<file path="config.mk">
export PLATFORM = sky130hd
export DESIGN_NAME = div_ctrl
export DESIGN_NICKNAME = d
export VERILOG_FILES = /design/src/rtl/rv_div_pkg.sv /design/src/rtl/div_step.sv /design/src/rtl/div_ctrl.sv
export SDC_FILE = /design/constraint.sdc
export NUM_CORES = 1
export LEC_CHECK = 0
export BUFFER_PORTS_ARGS = -buffer_cell sky130_fd_sc_hd__buf_4
export CAP_MARGIN = 20
export CORE_ASPECT_RATIO = 0.8
export CORE_MARGIN = 2
export CORE_UTILIZATION = 30
export CTS_CLUSTER_SIZE = 24
export DETAILED_ROUTE_END_ITERATION = 10
export GPL_ROUTABILITY_DRIVEN = 0
export SLEW_MARGIN = 20
export SYNTH_ARGS = -nofsm -noshare
export SYNTH_HDL_FRONTEND = slang
export SYNTH_HIERARCHICAL = 1
export SYNTH_SLANG_ARGS = --single-unit
</file>
<file path="constraint.sdc">
create_clock -name clk -period 6.2 [get_ports clk]
set_input_delay 1.24 -clock clk [delete_from_list [all_inputs] [get_ports clk]]
set_output_delay 1.24 -clock clk [all_outputs]
set_load 0.05 [all_outputs]
</file>
<file path="src/rtl/rv_div_pkg.sv">
// Shared constants, op codes and state encodings for the RV32M divide sequencer.
package rv_div_pkg;

    localparam int DIV_XLEN  = 32;
    localparam int DIV_ITERS = 32;

    localparam logic [1:0] DIV_OP_DIV  = 2'b00;
    localparam logic [1:0] DIV_OP_DIVU = 2'b01;
    localparam logic [1:0] DIV_OP_REM  = 2'b10;
    localparam logic [1:0] DIV_OP_REMU = 2'b11;

    typedef enum logic [2:0] {
        DIV_ST_IDLE = 3'd0,
        DIV_ST_PREP = 3'd1,
        DIV_ST_ITER = 3'd2,
        DIV_ST_FIX  = 3'd3,
        DIV_ST_DONE = 3'd4
    } div_state_e;

    localparam logic [31:0] DIV_BY_ZERO_Q = 32'hFFFF_FFFF;
    localparam logic [31:0] DIV_OVF_Q     = 32'h8000_0000;

    // funct3[0] clear selects the signed flavours (DIV, REM).
    function automatic logic div_is_signed(input logic [1:0] op);
        return ~op[0];
    endfunction

endpackage

</file>
<file path="src/rtl/div_step.sv">
// One combinational restoring-division step on {rem, quo}.
module div_step
    import rv_div_pkg::*;
#(
    parameter int XLEN = DIV_XLEN
) (
    input  logic [XLEN-1:0] i_rem,
    input  logic [XLEN-1:0] i_quo,
    input  logic [XLEN-1:0] i_divisor,
    output logic [XLEN-1:0] o_rem,
    output logic [XLEN-1:0] o_quo
);

    logic [XLEN:0] w_shift;
    logic [XLEN:0] w_trial;

    assign w_shift = {i_rem, i_quo[XLEN-1]};
    assign w_trial = w_shift - {1'b0, i_divisor};

    // A set MSB on the XLEN+1 bit trial means the divisor did not fit: restore.
    assign o_rem = w_trial[XLEN] ? w_shift[XLEN-1:0] : w_trial[XLEN-1:0];
    assign o_quo = {i_quo[XLEN-2:0], ~w_trial[XLEN]};

endmodule

</file>
<file path="src/rtl/div_ctrl.sv">
// RV32M DIV/DIVU/REM/REMU sequencer: 32-step restoring divide with RISC-V special cases.
// Build option DIV_EARLY_OUT_EN skips the iterations when |divisor| > |dividend|.
module div_ctrl
    import rv_div_pkg::*;
#(
    parameter int XLEN  = DIV_XLEN,
    parameter int ITERS = DIV_ITERS
) (
    input  logic            clk,
    input  logic            rst_n,
    input  logic            start,
    input  logic [1:0]      op,
    input  logic [XLEN-1:0] opr_1,
    input  logic [XLEN-1:0] opr_2,
    output logic            busy,
    output logic            done,
    output logic [XLEN-1:0] out,
    output logic [2:0]      dbg_state
);

    localparam int CNT_W = $clog2(ITERS);

    // Handshake: start is taken only while busy is low; done pulses for one
    // cycle with out valid, and out then holds until the next done.

    div_state_e      r_state;
    div_state_e      w_state_nxt;
    logic [1:0]      r_op;
    logic [XLEN-1:0] r_quo;
    logic [XLEN-1:0] r_rem;
    logic [XLEN-1:0] r_div;
    logic [XLEN-1:0] r_out;
    logic [CNT_W-1:0] r_cnt;
    logic            r_q_neg;
    logic            r_r_neg;

    logic            w_div_zero;
    logic            w_ovf;
    logic            w_fast;
    logic [XLEN-1:0] w_fast_res;
    logic            w_signed;
    logic [XLEN-1:0] w_dvd_abs;
    logic [XLEN-1:0] w_div_abs;
    logic [XLEN-1:0] w_step_rem;
    logic [XLEN-1:0] w_step_quo;
    logic [XLEN-1:0] w_fix_res;
`ifdef DIV_EARLY_OUT_EN
    logic            w_early;
    assign w_early = (w_div_abs > w_dvd_abs);
`endif

    assign w_div_zero = (opr_2 == '0);
    assign w_ovf      = div_is_signed(op) && (opr_1 == DIV_OVF_Q) && (opr_2 == '1);
    assign w_fast     = w_div_zero || w_ovf;
    assign w_fast_res = w_div_zero ? (op[1] ? opr_1 : DIV_BY_ZERO_Q)
                                   : (op[1] ? '0 : DIV_OVF_Q);

    // In PREP r_quo/r_div still hold the raw operands captured at start.
    assign w_signed  = div_is_signed(r_op);
    assign w_dvd_abs = (w_signed && r_quo[XLEN-1]) ? -r_quo : r_quo;
    assign w_div_abs = (w_signed && r_div[XLEN-1]) ? -r_div : r_div;

    assign w_fix_res = r_op[1] ? (r_r_neg ? -r_rem : r_rem)
                               : (r_q_neg ? -r_quo : r_quo);

    div_step #(.XLEN(XLEN)) u_step (
        .i_rem     (r_rem),
        .i_quo     (r_quo),
        .i_divisor (r_div),
        .o_rem     (w_step_rem),
        .o_quo     (w_step_quo)
    );

    always_ff @(posedge clk or negedge rst_n) begin
        if (!rst_n) begin
            r_state <= DIV_ST_IDLE;
        end else begin
            r_state <= w_state_nxt;
        end
    end

    always_comb begin
        w_state_nxt = r_state;
        case (r_state)
            DIV_ST_IDLE: begin
                if (start) begin
                    w_state_nxt = w_fast ? DIV_ST_DONE : DIV_ST_PREP;
                end
            end
            DIV_ST_PREP: begin
`ifdef DIV_EARLY_OUT_EN
                w_state_nxt = w_early ? DIV_ST_FIX : DIV_ST_ITER;
`else
                w_state_nxt = DIV_ST_ITER;
`endif
            end
            DIV_ST_ITER: begin
                if (r_cnt == '0) begin
                    w_state_nxt = DIV_ST_FIX;
                end
            end
            DIV_ST_FIX:  w_state_nxt = DIV_ST_DONE;
            DIV_ST_DONE: w_state_nxt = DIV_ST_IDLE;
            default:     w_state_nxt = DIV_ST_IDLE;
        endcase
    end

    always_ff @(posedge clk or negedge rst_n) begin
        if (!rst_n) begin
            r_op    <= '0;
            r_quo   <= '0;
            r_rem   <= '0;
            r_div   <= '0;
            r_out   <= '0;
            r_cnt   <= '0;
            r_q_neg <= 1'b0;
            r_r_neg <= 1'b0;
        end else begin
            case (r_state)
                DIV_ST_IDLE: begin
                    if (start) begin
                        r_op  <= op;
                        r_quo <= opr_1;
                        r_div <= opr_2;
                        if (w_fast) begin
                            r_out <= w_fast_res;
                        end
                    end
                end
                DIV_ST_PREP: begin
                    r_quo   <= w_dvd_abs;
                    r_div   <= w_div_abs;
                    r_rem   <= '0;
                    r_cnt   <= CNT_W'(ITERS - 1);
                    r_q_neg <= w_signed && (r_quo[XLEN-1] ^ r_div[XLEN-1]);
                    r_r_neg <= w_signed && r_quo[XLEN-1];
`ifdef DIV_EARLY_OUT_EN
                    if (w_early) begin
                        r_quo <= '0;
                        r_rem <= w_dvd_abs;
                    end
`endif
                end
                DIV_ST_ITER: begin
                    r_rem <= w_step_rem;
                    r_quo <= w_step_quo;
                    r_cnt <= r_cnt - 1'b1;
                end
                DIV_ST_FIX: begin
                    r_out <= w_fix_res;
                end
                default: begin
                end
            endcase
        end
    end

    assign busy      = (r_state != DIV_ST_IDLE);
    assign done      = (r_state == DIV_ST_DONE);
    assign out       = r_out;
    assign dbg_state = r_state;

endmodule

</file>
Yosys cells after proc, flatten, opt, wreduce, memory -nomap -nowiden --
Index checks and enable logic that the tools add are counted.
Storage, ports and cells: register bits 140, input bits 69, word-level logic and storage cells 70
Operators by class: $add $sub $neg 5, eq/ne operators 11, mux-type cells 22, bitwise gates (word level) 4, reductions and logical operators 19
Operator list (count):
- 32-bit 2-to-1 mux | 13
- 32-bit case mux with 2 select lines | 3
- 32-bit negator | 3
- 32-bit case mux with 3 select lines | 1
- 32-bit == test, second input constant | 2
- 33-bit by 32-bit subtractor with 33-bit output | 1
- 32-bit zero test | 1
- 3-bit case mux with 4 select lines | 1
- 2-bit inequality test, second input constant | 5
- 5-bit case mux with 2 select lines | 1
- 3-bit 2-to-1 mux | 3
- 3-bit AND reduction | 3
- 3-bit by 2-bit == test with 1-bit output, second input constant | 2
- 2-bit nonzero test | 3
- 3-bit nonzero test | 2
- 1-bit logical AND | 5
- 5-bit zero test | 1
- 5-bit by 1-bit subtractor with 5-bit output, second input constant | 1
- 2-bit AND reduction | 2
- 3-bit by 1-bit == test with 1-bit output, second input constant | 1
- 3-bit == test, second input constant | 1
- 3-bit zero test | 1
- 1-bit inverter | 3
- 1-bit logical OR | 1
- 1-bit bitwise XOR | 1

Depth between registers and ports, before layout --
Gate-level depths: netlist (run 1).
depth in word-level cells 7, gate-level depth with buffers 16, gate-level depth less buffers 14

Hierarchy --
Netlist (run 1), hierarchy kept.
By module, submodules not included:
- div_ctrl | instances 1, cells an instance 1065, area each 8871.0 um^2, sequential area each 3503.4 um^2
- div_step | instances 1, cells an instance 336, area each 2591.2 um^2, sequential area each 0.0 um^2

Worst setup path after synthesis (run 1) --
No wires, ideal clock.
path type register -> register, start point register r_quo[31], end point register r_rem[10], library setup time 0.121 ns, data arrival time 3.398 ns, required time 6.079 ns, slack 2.681 ns, stages on the path, launching flop included 17, path buffers 2, clock period less this slack 3.519 ns, cell sequence dfrtp_1 > inv_1 > ha_1 > fa_1 > and2b_2 > o2111ai_2 > a21oi_2 > o2111ai_1 > a211oi_2 > nor2_4 > mux2i_4 > and2_4 > buf_12 > inv_8 > buf_12 > mux2_4 > a22o_1
Between the ends: word-level cells in the longest chain between the ends 3
Ends and longest elaborated chain:
- start, declared | RTL line div_ctrl.sv:29 | logic [XLEN-1:0] r_quo;
- start signal, assigned | RTL line div_ctrl.sv:123 | r_quo <= opr_1;
- start signal, assigned | RTL line div_ctrl.sv:131 | r_quo <= w_dvd_abs;
- start signal, assigned | RTL line div_ctrl.sv:146 | r_quo <= w_step_quo;
- 33-bit by 32-bit subtractor with 33-bit output | RTL line div_step.sv:18 | assign w_trial = w_shift - {1'b0, i_divisor};
- 32-bit 2-to-1 mux | RTL line div_step.sv:21 | assign o_rem = w_trial[XLEN] ? w_shift[XLEN-1:0] : w_trial[XLEN-1:0];
- net w_step_rem[10] | RTL line div_ctrl.sv:44 | logic [XLEN-1:0] w_step_rem;
- 32-bit case mux with 2 select lines | RTL line div_ctrl.sv:119 | case (r_state)
- end signal, assigned | RTL line div_ctrl.sv:145 | r_rem <= w_step_rem;
- end, declared | RTL line div_ctrl.sv:30 | logic [XLEN-1:0] r_rem;
The timed path passes the listed nets, and every way through them passes these cells. A chain may end at the register's enable or synchronous reset.

Final worst setup path (run 1) --
start point register r_quo[31], end point register r_rem[23]
The elaborated chain is that of the path after synthesis.

==> impl_metrics.tcl, run 1 <==
set metrics [dict create \
    grt_start_max_net_pins 95 \
    crit_type "register to register" \
    setup_tns_ps 0 \
    worstHoldPathType "register to register" \
    rsz0062_at_grt "false" \
    grt_use_total_pct 20.5 \
    drcViolationCount 0 \
    post_drt_wl_per_cell_um 21.3 \
    n_antenna_cell 0 \
    via_per_inst 5.86 \
    design.core.area_um2 38000 \
    rows 64 \
    clkTransAtPathRegs_ps 70 \
    dp_cells 1892 \
    yosys_warnings 6 \
    cts_tree "done" \
    status "complete, no violations" \
    final_hold_viol_count 0 \
    period_minus_slack_ps 3830 \
    die_h_um 179 \
    die_w_um 223 \
    final-instance-count-excl-fill 1924 \
    cts.sink_count 140 \
    antenna_left 0 \
    io_pins 106 \
    max_stage_delay_ps 470 \
    critPathSlowestCell "dfrtp_1" \
    period_share_pct 61.8 \
    drtIter0Drc 1327 \
    final_util_pct 34.0 \
    yosys_most_used_dff "dfrtp_1" \
    grt_antenna_before_repair 1 \
    synth_seq_area_share_pct 30.6 \
    ys_ff_latch 140 \
    post_cts_resized 0 \
    crit_required_ps 6540 \
    vias 11281 \
    grt_pass1_vias 10222 \
    die-area_um2 39800 \
    synth_nets 1508 \
    synth_most_common_cell "o21ai_0" \
    initial_core_util_pct 30.2 \
    synth-edff-count 0 \
    async_flop_share_pct 100 \
    crit_fanout 24 \
    arrival_ps 4170 \
    dpl.hpwl_mm 30.2 \
    ir_worst_vdd_mv 0.332 \
    relSlewSlack_pct 31.6 \
    nNetsFinal 1523 \
    tightest_slew_ps 1030 \
    startpoint_type "register" \
    p_per_area_nw_per_um2 607 \
    synth_common_cells "o21ai_0 (145), dfrtp_1 (140), nor2_1 (112)" \
    final-setup-viol-count 0 \
    p_leak_nw 5.37 \
    path_delay_family "compound AO/OA/AOI/OAI gates" \
    hold_ws_ps 468 \
    synth_area_leaders "dfrtp_1 (31%), o21ai_0 (6.3%), ha_1 (4.0%)" \
    worstSetupEndpointType "register" \
    clockBufferDepth 2 \
    clk_latency_ps 460 \
    yosys.area.top_type_share_pct 30.6 \
    htree_levels 4 \
    synth.distinct_cells 87 \
    synth_area_um2 11500 \
    drive_above_1_share_pct 14.4 \
    maxCapViolations 0 \
    path_buf_inv 2 \
    syn_to_final_growth_pct 12.6 \
    fin_skew_ps 22.8 \
    portBuffers 105 \
    numCtsBuffers 17 \
    cp_cell_sequence "inv_1 -> ha_1 -> fa_1 -> and2b_2 -> o2111ai_2 -> a21oi_2 -> o2111ai_1 -> a211oi_2 -> nor2_4 -> mux2i_4 -> and2_4 -> inv_8 -> mux2_4 -> a22o_1" \
    totalWireLength_mm 41.0 \
    fmax_mhz 261 \
    cts_hold_buffers 0 \
    syn_inst 1401 \
    syn_area_per_cell_um2 8.18 \
    grt_pass1_wl_mm 62.8 \
    drt_pass1_iterations 6 \
    grt_overflow_total 0 \
    slew_viol_final 0 \
    synth_top_cell_by_area "dfrtp_1" \
    clock-root-buffer "clkbuf_16" \
    post_cts_buffers 0 \
]
[cell families (layout without fill, tap and decap cells)]
| kind of cell | Yosys count | after routing | synth area share, % |
|---|---|---|---|
| AO/OA/AOI/OAI | 472 | 472 | 27.0 |
| buffers and inverters | 178 | 206 | 7.70 |
| flip-flops | 140 | 140 | 30.6 |
| AND/OR/NAND/NOR | 457 | 457 | 20.2 |
| XOR/XNOR | 83 | 83 | 6.34 |
| adder cells (fa/ha/maj) | 38 | 38 | 4.21 |
| multiplexers | 33 | 33 | 3.91 |
[power by group]
part	total, mW	leakage, nW	switching, mW	internal (mW)
Clock	1.02	0.269	0.454	0.563
Combinational	4.73	3.38	2.79	1.95
Sequential	2.08	1.72	0.754	1.32
[area by class of cell]
cell class              count  area (um2)
flip-flops and latches    140        3500
inverters                  56         218
well taps                 495         619
multi-input cells        1083        7110
clock buffers              19         443
repair buffers            118         890
fillers                  4048       25100
clock inverters            13         120
[state kept, by name (all words and copies together) (netlist names)]
signal	count
dbg_state	3
out	32
r_cnt	5
r_div	32
r_op	2
r_q_neg	1
r_quo	32
r_r_neg	1
r_rem	32
[path summary, 6_finish.rpt]
path	from	to	slack (ps)	cells past startpoint
min in group asynchronous	rst_n	r_div[16]$_DFFE_PN0P_	910	1
hold reg to reg	r_op[0]$_DFFE_PN0P_	r_q_neg$_DFFE_PN0P_	470	1
setup reg to reg	r_quo[31]$_DFFE_PN0P_	r_rem[23]$_DFFE_PN0N_	2370	14
setup / recovery	r_quo[31]$_DFFE_PN0P_	r_rem[23]$_DFFE_PN0N_	2370	14
hold / removal	r_op[0]$_DFFE_PN0P_	r_q_neg$_DFFE_PN0P_	470	1
max in group asynchronous	rst_n	r_rem[11]$_DFFE_PN0N_	4030	2
[placed cells by master, fill, tap and decap left out, types with 6 or more instances in the layout]
cell type / instances
inv_1: 55
nand2b_1: 9
a221o_1: 7
o221ai_1: 10
nor3b_1: 14
o211ai_1: 11
or4_1: 22
nor2_1: 111
or2_2: 6
a31oi_1: 14
xnor2_1: 49
nor4_1: 24
o31ai_1: 14
a211oi_1: 10
o22ai_1: 18
and3_1: 6
o21ai_0: 145
o311ai_0: 8
a22oi_1: 9
a21o_1: 20
o21a_1: 9
buf_4: 117
dfrtp_1: 140
mux2_4: 19
or3_1: 35
clkbuf_16: 17
a21oi_1: 88
nor3_1: 43
nand2_1: 110
mux2_2: 8
nand3_1: 30
xor2_1: 34
nand4_1: 16
ha_1: 37
a22o_1: 38
a221oi_1: 23
[stage by stage]
| stage | worst slack (ps) | cell area (um2) | total power [mW] |
|---|---|---|---|
| finish | 2370 | 12900 | 7.83 |
| global route | 2090 | 12900 | 8.40 |
| CTS | 2370 | 12900 | 7.77 |
| detailed placement | 2060 | 12300 | 6.72 |
| global placement | 2030 | 12300 | 6.64 |
| floorplan | 2680 | 11500 | 5.69 |
[routing by layer]
metal	vias up	global-route usage [%]	part of all wire, %
met2	523	28.4	41
met3	64	6.85	10
li1	5224	-	-
met5	-	0	0.061
met4	4	6.35	2.2
met1	5466	29.7	47
(Power assumes the default switching activity.)
==> inputs of run 2 (changes only) <==
Clock period 6.2 ns to 3.5 ns, I/O delays scaled along.
==> run 2 against run 1 <==
Utilization rose by 1.1 points. Worst setup slack worse by 2300 ps. Power up 83%. Fmax rose by 13%. First-iteration DRC count grew 3.0%. Routed wire length grew 2.0%. Die area is the same. Via count grew 2.3%. Sequential cell count stayed put. Critical path type unchanged.
==> impl_metrics.tcl, run 2 (same netlist as run 1, synthesis figures left out) <==
set metrics [dict create \
    slew_viol_final 0 \
    crit_type "register to register" \
    path_delay_family "simple AND/OR/NAND/NOR gates" \
    totalWireLength_mm 41.8 \
    dpl.hpwl_mm 31.0 \
    cp_cell_sequence "inv_1 -> ha_1 -> and4_1 -> and3_4 -> a221o_1 -> a21oi_2 -> a211oi_2 -> nor2_4 -> mux2i_4 -> and2_4 -> clkinv_8 -> mux2_4 -> a22o_1" \
    via_per_inst 5.85 \
    r2r_start "r_div[16]$_DFFE_PN0P_" \
    cts_hold_buffers 0 \
    placed_area_um2 12700 \
    clk_latency_ps 460 \
    drcViolationCount 0 \
    final-setup-viol-count 0 \
    grt_pass1_wl_mm 63.6 \
    cts_tree "done" \
    final_common_cell "buf_4" \
    syn_to_final_growth_pct 16.3 \
    numCtsBuffers 17 \
    final.fill_count 3982 \
    final_area_um2 13300 \
    hold_ws_ps 257 \
    clockBufferDepth 2 \
    design.core.area_um2 38000 \
    antenna_left 0 \
    ir_worst_vdd_mv 0.478 \
    grt_use_total_pct 20.9 \
    relSlewSlack_pct 30.9 \
    post_cts_buffers 0 \
    die_h_um 179 \
    htree_levels 4 \
    grt_overflow_total 0 \
    die-area_um2 39800 \
    portBuffers 105 \
    p_per_area_nw_per_um2 1070 \
    final_hold_viol_count 0 \
    worstHoldPathType "input port to asynchronous set/reset pin" \
    drt_pass1_iterations 6 \
    p_leak_nw 5.63 \
    period_share_pct 97.2 \
    maxCapViolations 0 \
    arrival_ps 3740 \
    crit_required_ps 3830 \
    ff_latch_area_um2 3510 \
    crit_fanout 12 \
    worstSetupEndpointType "register" \
    grt_antenna_before_repair 1 \
    fmax_mhz 294 \
    post_drt_wl_per_cell_um 21.2 \
    startpoint_type "register" \
    grt_pass1_vias 10325 \
    final_cell_mix "buf_4 (162), o21ai_0 (145), dfrtp_1 (137), nor2_1 (111), nand2_1 (110)" \
    critPathSlowestCell "dfrtp_1" \
    drtIter0Drc 1367 \
    path_buf_inv 2 \
    die_w_um 223 \
    cp-startpoint "r_div[16]$_DFFE_PN0P_" \
    cts.sink_count 140 \
    io_pins 106 \
    nNetsFinal 1571 \
    period_minus_slack_ps 3400 \
    max_stage_delay_ps 460 \
    rows 64 \
    initial_core_util_pct 30.2 \
    setup_tns_ps 0 \
    fin_skew_ps 12.9 \
    n_antenna_cell 0 \
    multiInputGateArea_um2 7120 \
    status "complete, no violations" \
    grt_start_max_net_pins 69 \
    drive_above_1_share_pct 17.7 \
    clkTransAtPathRegs_ps 70 \
    total_power_mw 14.3 \
    tightest_slew_ps 1040 \
    clock-root-buffer "clkbuf_16" \
    vias 11537 \
]
run 2: changes by cell type in the layout (fill, tap and decap cells not counted), moves of 2 or more:
cell / change
buf_4: +45
clkinv_4: -2
a21oi_2: +4
a21oi_1: -4
dfrtp_2: +3
buf_12: +2
dfrtp_1: -3
clkbuf_8: +2
run 2: routing by layer:
layer | routed length (um) | track usage, % | up-vias | share of wire (%)
met2 | 16800 | 28.1 | 540 | 40
met5 | 8 | 0 | - | 0.019
li1 | - | - | 5317 | -
met1 | 19400 | 31.1 | 5613 | 46
met4 | 1130 | 7.83 | 2 | 2.7
met3 | 4490 | 5.67 | 65 | 11
run 2: per-stage QoR:
stage / std cells / setup WS, ps / utilization, %
after floorplan: 1401 / 16.7 / -
after global placement: 1939 / 152 / 33.5
after detailed placement: 1939 / 78.3 / 33.5
after CTS: 1970 / 72.4 / 35.0
after global routing: 1971 / -0.00977 / 35.1
final: 1971 / 97.3 / 35.1
run 2: layout make-up:
class | count | share of cell area, %
clock inverter | 10 | 0.873
timing repair inverter | 1 | 0.0845
sequential | 140 | 26.3
clock buffer | 21 | 3.53
inverter | 56 | 1.67
tap | 495 | 4.65
timing repair buffer | 165 | 9.51
multi-input combinational | 1083 | 53.4
run 2: timing repair:
item,CTS,global route
endpoints found under the hold margin,0,0
setup endpoints to repair,0,24
gates resized for setup,0,10
run 2: worst reg2reg max path: cells and delay by family (launching register included):
kind                       cells  cell delay, ps
AOI/OAI and AO/OA              4             810
adders and majority gates      1             380
buffers and inverters          2             240
DFF                            1             460
muxes                          2             560
and+or+nand+nor                4             820
run 2: power breakdown:
group	switching, mW	leakage, nW	internal [mW]
clock network	0.780	0.285	1.10
registers	1.16	1.72	2.35
logic	5.22	3.63	3.71
run 2: path summary, 6_finish.rpt:
| kind | end | slack, ps | depth (start not counted) |
|---|---|---|---|
| min in group clk | r_q_neg$_DFFE_PN0P_ | 450 | 1 |
| min | out[1]$_DFFE_PN0P_ | 260 | 1 |
| min reg2reg | r_q_neg$_DFFE_PN0P_ | 450 | 1 |
| max in group asynchronous | r_div[15]$_DFFE_PN0P_ | 2310 | 2 |
| max | r_rem[21]$_DFFE_PN0N_ | 100 | 13 |
| max reg2reg | r_rem[21]$_DFFE_PN0N_ | 100 | 13 |
